[src/rtl/soma_serial_ctrl_pkg.sv]
// Shared types for the bit-serial adder controller.
package soma_serial_ctrl_pkg;

  typedef enum logic [1:0] {
    ST_IDLE = 2'd0,
    ST_RUN  = 2'd1,
    ST_DONE = 2'd2
  } state_t;

endpackage

[src/rtl/soma_completo_1bit.sv]
// 1-bit full adder built from two half-adder cells and an OR on the carries.
module soma_meio_1bit (
  input  logic a,
  input  logic b,
  output logic sum,
  output logic carry
);
  assign sum   = a ^ b;
  assign carry = a & b;
endmodule

module soma_completo_1bit (
  input  logic a,
  input  logic b,
  input  logic cin,
  output logic sum,
  output logic carry
);
  logic s1, c1, c2;

  soma_meio_1bit u_ha0 (.a(a),  .b(b),   .sum(s1),  .carry(c1));
  soma_meio_1bit u_ha1 (.a(s1), .b(cin), .sum(sum), .carry(c2));

  assign carry = c1 | c2;
endmodule

[src/rtl/soma_serial_ctrl.sv]
// Bit-serial adder sequencer: one shared full adder, one bit per clock, LSB first,
// with a start/busy/done handshake.
module soma_serial_ctrl
  import soma_serial_ctrl_pkg::*;
#(
  parameter int WIDTH = 8,
  parameter int CNT_W = $clog2(WIDTH + 1)
) (
  input  logic             clk,
  input  logic             rst,
  input  logic             start,
  input  logic [WIDTH-1:0] a,
  input  logic [WIDTH-1:0] b,
  input  logic             cin,
  output logic             busy,
  output logic             done,
  output logic [WIDTH-1:0] sum,
  output logic             carry_out
);

  state_t             state_q, state_d;
  logic [WIDTH-1:0]   a_sr_q, a_sr_d;
  logic [WIDTH-1:0]   b_sr_q, b_sr_d;
  logic [WIDTH-1:0]   sum_sr_q, sum_sr_d;
  logic [CNT_W-1:0]   cnt_q, cnt_d;
  logic               carry_q, carry_d;
  logic [WIDTH-1:0]   sum_q, sum_d;
  logic               carry_out_q, carry_out_d;
  logic               busy_q, busy_d;
  logic               done_q, done_d;
  logic               fa_s, fa_c;

  soma_completo_1bit u_fa (
    .a     (a_sr_q[0]),
    .b     (b_sr_q[0]),
    .cin   (carry_q),
    .sum   (fa_s),
    .carry (fa_c)
  );

  always_comb begin
    state_d     = state_q;
    a_sr_d      = a_sr_q;
    b_sr_d      = b_sr_q;
    sum_sr_d    = sum_sr_q;
    cnt_d       = cnt_q;
    carry_d     = carry_q;
    sum_d       = sum_q;
    carry_out_d = carry_out_q;

    case (state_q)
      ST_RUN: begin
        a_sr_d   = a_sr_q >> 1;
        b_sr_d   = b_sr_q >> 1;
        sum_sr_d = {fa_s, sum_sr_q[WIDTH-1:1]};
        carry_d  = fa_c;
        cnt_d    = cnt_q + CNT_W'(1);
        if (cnt_q == CNT_W'(WIDTH - 1)) begin
          state_d     = ST_DONE;
          sum_d       = sum_sr_d;
          carry_out_d = fa_c;
        end
      end
      ST_DONE: state_d = ST_IDLE;
      // Unused encoding 2'd3 falls here and behaves as IDLE.
      default: begin
        if (start) begin
          state_d  = ST_RUN;
          a_sr_d   = a;
          b_sr_d   = b;
          carry_d  = cin;
          cnt_d    = '0;
          sum_sr_d = '0;
        end
      end
    endcase

    busy_d = (state_d != ST_IDLE);
    done_d = (state_d == ST_DONE);
  end

  always_ff @(posedge clk) begin
    if (rst) begin
      state_q     <= ST_IDLE;
      a_sr_q      <= '0;
      b_sr_q      <= '0;
      sum_sr_q    <= '0;
      cnt_q       <= '0;
      carry_q     <= 1'b0;
      sum_q       <= '0;
      carry_out_q <= 1'b0;
      busy_q      <= 1'b0;
      done_q      <= 1'b0;
    end else begin
      state_q     <= state_d;
      a_sr_q      <= a_sr_d;
      b_sr_q      <= b_sr_d;
      sum_sr_q    <= sum_sr_d;
      cnt_q       <= cnt_d;
      carry_q     <= carry_d;
      sum_q       <= sum_d;
      carry_out_q <= carry_out_d;
      busy_q      <= busy_d;
      done_q      <= done_d;
    end
  end

  assign busy      = busy_q;
  assign done      = done_q;
  assign sum       = sum_q;
  assign carry_out = carry_out_q;

endmodule

[config.mk]
export PLATFORM = sky130hd
export DESIGN_NAME = soma_serial_ctrl
export DESIGN_NICKNAME = d
export VERILOG_FILES = /design/src/rtl/soma_serial_ctrl_pkg.sv /design/src/rtl/soma_completo_1bit.sv /design/src/rtl/soma_serial_ctrl.sv
export SDC_FILE = /design/constraint.sdc
export NUM_CORES = 1
export LEC_CHECK = 0
export BUFFER_PORTS_ARGS = -buffer_cell sky130_fd_sc_hd__buf_2
export CORE_ASPECT_RATIO = 1.75
export CORE_MARGIN = 3
export CORE_UTILIZATION = 49
export DETAILED_ROUTE_END_ITERATION = 6
export GPL_TIMING_DRIVEN = 0
export PLACE_DENSITY = 0.73
export SETUP_SLACK_MARGIN = 0.15
export SYNTH_ARGS = -nofsm -noshare
export SYNTH_HDL_FRONTEND = slang
export SYNTH_HIERARCHICAL = 1
export SYNTH_SLANG_ARGS = --single-unit
[constraint.sdc]
create_clock -name clk -period 1.5 [get_ports clk]
set_clock_uncertainty 0.05 [all_clocks]
set_input_delay 0.225 -clock clk [delete_from_list [all_inputs] [get_ports clk]]
set_output_delay 0.225 -clock clk [all_outputs]
set_load 0.005 [all_outputs]
# --- Yosys cells after proc, flatten, opt, wreduce, memory -nomap -nowiden ---
# Cells that the tools add are included.
totals:
  reg_bits: 42
  inputBits: 20
  out_inout_bits: 11
  word_cells: 38
op_classes:
  bitwise: 6
  addsub: 1
  n_eq_ne: 4
  mux: 13
  n_reduce_logical: 4
ops:
  columns: ["op", "n"]
  rows:
  - ["$pmux 8 s2", 3]
  - ["$mux 8", 3]
  - ["$pmux 4 s2", 1]
  - ["$add 4x1->4 const B", 1]
  - ["$eq 2x2->1 const B", 2]
  - ["$eq 4x3->1 const B", 1]
  - ["$mux 2", 2]
  - ["$mux 4", 1]
  - ["$pmux 2 s2", 1]
  - ["$reduce_and 2->1", 2]
  - ["$reduce_bool 2->1", 2]
  - ["$and 1x1->1", 2]
  - ["$eq 2x1->1 const B", 1]
  - ["$pmux 1 s2", 1]
  - ["$xor 1x1->1", 2]
  - ["$mux 1", 1]
  - ["$not 1->1", 1]
  - ["$or 1x1->1", 1]

# --- Logic depth before layout (Yosys ltp) ---
logic_depth:
  word_depth: 4
  ltp_mapped: 7
  mapped_depth_nobuf: 5

# --- By module ---
# Netlist, hierarchy kept.
by_module_without_submodules:
  columns: ["mod", "instances", "seq_area_each_um2", "area_per_inst_um2", "cells_per_inst"]
  rows:
  - ["soma_serial_ctrl", 1, 820.8, 1662.8, 180]
  - ["soma_meio_1bit", 2, 0.0, 12.5, 1]
  - ["soma_completo_1bit", 1, 0.0, 6.3, 1]

# --- Least setup slack after synthesis ---
# No wires, ideal clock.
synth_path:
  kind: "reg2reg"
  from: "reg state_q[0]"
  to: "reg cnt_q[3]"
  path_slack_ns: -0.032
  arrival_time_ns: 1.408
  setup_time_ns: 0.074
  n_path_buf: 1
  period_less_slack_ns: 1.532
  stages_incl_launch_ff: 7
  required_time_ns: 1.376
  path_cell_list: "dfxtp_1 inv_1 ha_1 and2b_1 buf_4 or3b_1 a31oi_1"
synth_between:
  elab_chain_cells: 3
  elab_cells_between_ends: 6
  classes_between: "eq/ne: 2; mux: 1; bitwise: 1; reduce/logical: 2"
synth_lines:
  columns: ["item", "line", "rtl"]
  rows:
  - ["from (decl)", "soma_serial_ctrl.sv:21", "state_t state_q, state_d;"]
  - ["from (signal assigned)", "soma_serial_ctrl.sv:95", "state_q <= state_d;"]
  - ["$eq 2x1->1 or $eq 2x2->1 (tied branches)", "soma_serial_ctrl.sv:51", "case (state_q)"]
  - ["$reduce_bool 2->1 (no line) or $not 1->1 (tied branches)", null, null]
  - ["$reduce_and 2->1 (no line)", null, null]
  - ["to (signal assigned)", "soma_serial_ctrl.sv:99", "cnt_q <= cnt_d;"]
  - ["to (decl)", "soma_serial_ctrl.sv:25", "logic [CNT_W-1:0] cnt_q, cnt_d;"]
# Several ways; a longest one is shown, not always the timed one.
# A chain may end at the register's enable or synchronous reset.

# --- Final worst setup path ---
layout_path:
  from: "reg state_q[1]"
  to: "reg b_sr_q[7]"
layout_between:
  elab_chain_cells: 3
  elab_cells_between_ends: 6
  classes_between: "eq/ne: 2; mux: 1; bitwise: 1; reduce/logical: 2"
layout_lines:
  columns: ["item", "line", "rtl"]
  rows:
  - ["$eq 2x1->1 or $eq 2x2->1 (tied branches)", "soma_serial_ctrl.sv:51", null]
  - ["$reduce_bool 2->1 (no line) or $not 1->1 (tied branches)", null, null]
  - ["$reduce_and 2->1 (no line)", null, null]
  - ["to (signal assigned)", "soma_serial_ctrl.sv:97", "b_sr_q <= b_sr_d;"]
  - ["to (decl)", "soma_serial_ctrl.sv:23", "logic [WIDTH-1:0] b_sr_q, b_sr_d;"]
# Several ways; a longest one is shown, not always the timed one.

==> impl_results.md <==
- Run status: complete, but fails checks
- Failing checks: setup timing
- Diode insertion count for antenna repair: 0
- Unrepaired setup endpoints after global routing: yes
- Dominant combinational cell family by area after synthesis: compound AO/OA/AOI/OAI gates
- Hold_buf cts: 0
- Fraction of synthesis flops using an asynchronous set or reset pin: 0%
- Final Net Count: about 270
- Setup-failing EPs final: 10
- Via density per instance: roughly 5.6
- Highest-count cells in the layout ignoring fill and taps: dfxtp_1 (37), buf_2 (31), nand2_1 (20), nor2_1 (19), mux2i_1 (15)
- Cell class contributing the biggest share of worst-path delay: buffers and inverters
- Post-Syn Nets: roughly 210
- Slowest CP cell: dfxtp_4
- Data arrival time of the critical path: about 1.7 ns
- Routed length per placed instance: between 15 and 20 um
- Max Slew Vio Count: 0
- Endpoint class of the critical path: register
- Clock Path Buffers: 2
- Finished Core Util: 79.6%
- Total congestion overflow: 0
- Number of clock buffers inserted by TritonCTS: 5
- Fraction of the mapped netlist area in compound gates: 17.3%
- Area of the core: about 0.0032 mm^2
- Post-synthesis instance area: roughly 0.0017 mm^2
- Top-level I/O count: 31
- Clock H-tree levels: 2
- Number of clock sinks: about 40
- Floorplan row count: 27
- Initial core utilization: between 50% and 60%
- Worst slew margin: between 50% and 60%
- Overall global routing resource usage: roughly a fifth
- Length of the first detailed-routing pass in iterations: 4
- Critical-path cell list: inv_4 > ha_4 > buf_6 > buf_6 > o21bai_4 > buf_8 > buf_4 > a22oi_2 > nor2_1
- Seq/Total Area, Yosys: approximately half
- Max_cap viols: 0
- Number of routed nets with antenna violations: 0
- Cell repeated most along the worst path: buf_6
- Worst-Skew Late Latency: about 0.29 ns
- Routability congestion estimate: about 0.77
- Count of distinct cell types in the synthesized netlist: 28
- Commonest non-fill, non-tap cell in the layout: dfxtp_1
- Number of synthesized register bits: slightly above 40
- DRC violations left: 0
- Width of the die: a little over 50 um
- Layout overhead on the synthesized area: 52.3%
- Maximum net fanout on the critical path: 10
- Initial detailed-routing violation count: 14
- CTS tree: yes
- Synthesized-area fraction occupied by xor and xnor cells: 0%
- Number of buffers inserted by port buffering: 30
- Antenna violations before repair: 0
- # placed instances: between 200 and 300
- Worst-path clk slew: 0.08 ns
- Startpoint type of the worst setup path: register
- Total Die Area: 0.00423 mm^2
- Leading register cell type out of synthesis: dfxtp_1
- Data required time at the worst endpoint: 1.62 ns
- Peak supply drop: 0.777 mV
- Count of placed standard cells in the final layout, fillers left out: roughly 280
- PD cells: approximately 1000 mW/mm^2
- Max frequency: ~630 MHz
- Buffers & Inverters on Critical Path: 5
- Number of cells produced by synthesis: approximately 180
- Number of synthesized flops with an enable pin: 0
- Final Cycle Share: 106%
- Clock period minus worst slack: between 1.5 and 2 ns
- Simple-gate share of the synthesized area: 16.8%
- Multiplexer share of the synthesized area: approximately a tenth
- Synthesized area divided by synthesized cell count: ~9.3 um^2
- Total Negative Setup Slacks: -0.409 ns
- First-pass GRT wire length: between 6000 and 7000 um
- Final worst slack: -0.0858 ns
- Pin count of the biggest net entering global routing: 13
- Post-Synth Adder-Cell Area: 3.69%
- Worst path max stage delay: 0.38 ns
- Yosys warnings: 6
- Post-detailed-placement half-perimeter wirelength: between 2000 and 3000 um
- Worst hold margin: between 0.1 and 0.15 ns
- Overall die height: between 80 and 90 um
- Ratio of cells with drive above 1 in the final layout: a little under half
- Via count of the first global-routing pass: between 1500 and 2000
- Leakage Power: about 1.0 nW
- PnR Total Power: between 2 and 3 mW
- Worst Setup Path Type: register to register
- Path class of the lowest-slack min-delay path: input port to register
- Routed Wire Length: 4720 um
- Final number of hold-violating endpoints: 0
- Transition time of the tightest slew-check pin: ~0.72 ns
- Clk Tree Root Cell: clkbuf_8
- Total vias in the final route: around 1600
cell type report:
type | instances | area [um^2]
fillers | 224 | 663
multi-input cells | 127 | 1050
well taps | 43 | 53.8
flip-flops and latches | 41 | 831
repair buffers | 50 | 374
clock buffers | 7 | 86.3
inverters | 2 | 12.5
clock inverters | 1 | 30.0
plain buffers | 13 | 139
kinds of logic (layout without fill, tap and decap cells):
family | Yosys count | count (layout)
buf+inv | 15 | 73
flops | 41 | 41
compound gates | 43 | 43
simple gates | 63 | 63
mux | 16 | 16
fa+ha+maj | 5 | 5
stage by stage:
step	setup WS (ns)	instance area, um^2
after floorplan	0.0785	1720
after global placement	-0.0395	1920
after detailed placement	-0.133	1920
after CTS	-0.0366	2270
after global routing	-0.170	2580
final	-0.0858	2580
where the power goes:
part | switching, mW | internal [mW] | leakage, nW
Combinational | 0.237 | 0.271 | 0.627
Clock | 0.377 | 0.543 | 0.0585
Sequential | 0.0462 | 1.14 | 0.337
cell usage after synthesis (2+ instances only):
| library cell | number | area (um^2) |
|---|---|---|
| buf_2 | 4 | 20.0 |
| clkbuf_1 | 4 | 15.0 |
| a211oi_1 | 16 | 120 |
| buf_1 | 2 | 7.51 |
| a21oi_1 | 11 | 55.1 |
| o21ai_0 | 2 | 10.0 |
| nand2_1 | 21 | 78.8 |
| buf_4 | 3 | 22.5 |
| nor3b_1 | 2 | 15.0 |
| inv_1 | 2 | 7.51 |
| a22oi_1 | 10 | 75.1 |
| ha_1 | 5 | 62.6 |
| mux2i_1 | 16 | 160 |
| nor2_1 | 30 | 113 |
| nand3_1 | 2 | 10.0 |
| dfxtp_1 | 41 | 821 |
repair_timing:
action	CTS	global route
gates cloned	1	2
gates resized for setup	41	45
setup buffers	7	10
setup endpoints to repair	41	41
pin swaps	5	6
registers in the layout, summed over array words and instances, names as in the netlist:
name       flops
a_sr_q         8
b_sr_q         8
busy           1
carry_out      1
carry_q        1
cnt_q          4
done           1
state_q        2
sum            8
sum_sr_q       7
path summary, 6_finish.rpt:
path | slack, ns | cells past startpoint | start | end
worst max-delay path | -0.09 | 9 | state_q[1] | b_sr_q[7]
worst min-delay path | 0.13 | 3 | b[7] | b_sr_q[7]
worst max register to register | -0.09 | 9 | state_q[1] | b_sr_q[7]
worst min register to register | 0.41 | 2 | sum[1] | sum[1]
tightest hold or removal path, delay by kind of cell:
family | cells | cell delay [ns]
buf+inv | 1 | 0.09
compound gates | 1 | 0.05
simple gates | 1 | 0.08
metal layers:
metal  GRT usage [%]  up-vias  wire, um
li1                -      757         -
met1            21.4      763      1770
met2            38.5       45      2690
met3            5.01       12       183
met4            9.56        0        74
met5               0        -         0
No activity file was read; power rests on OpenSTA's default activity.
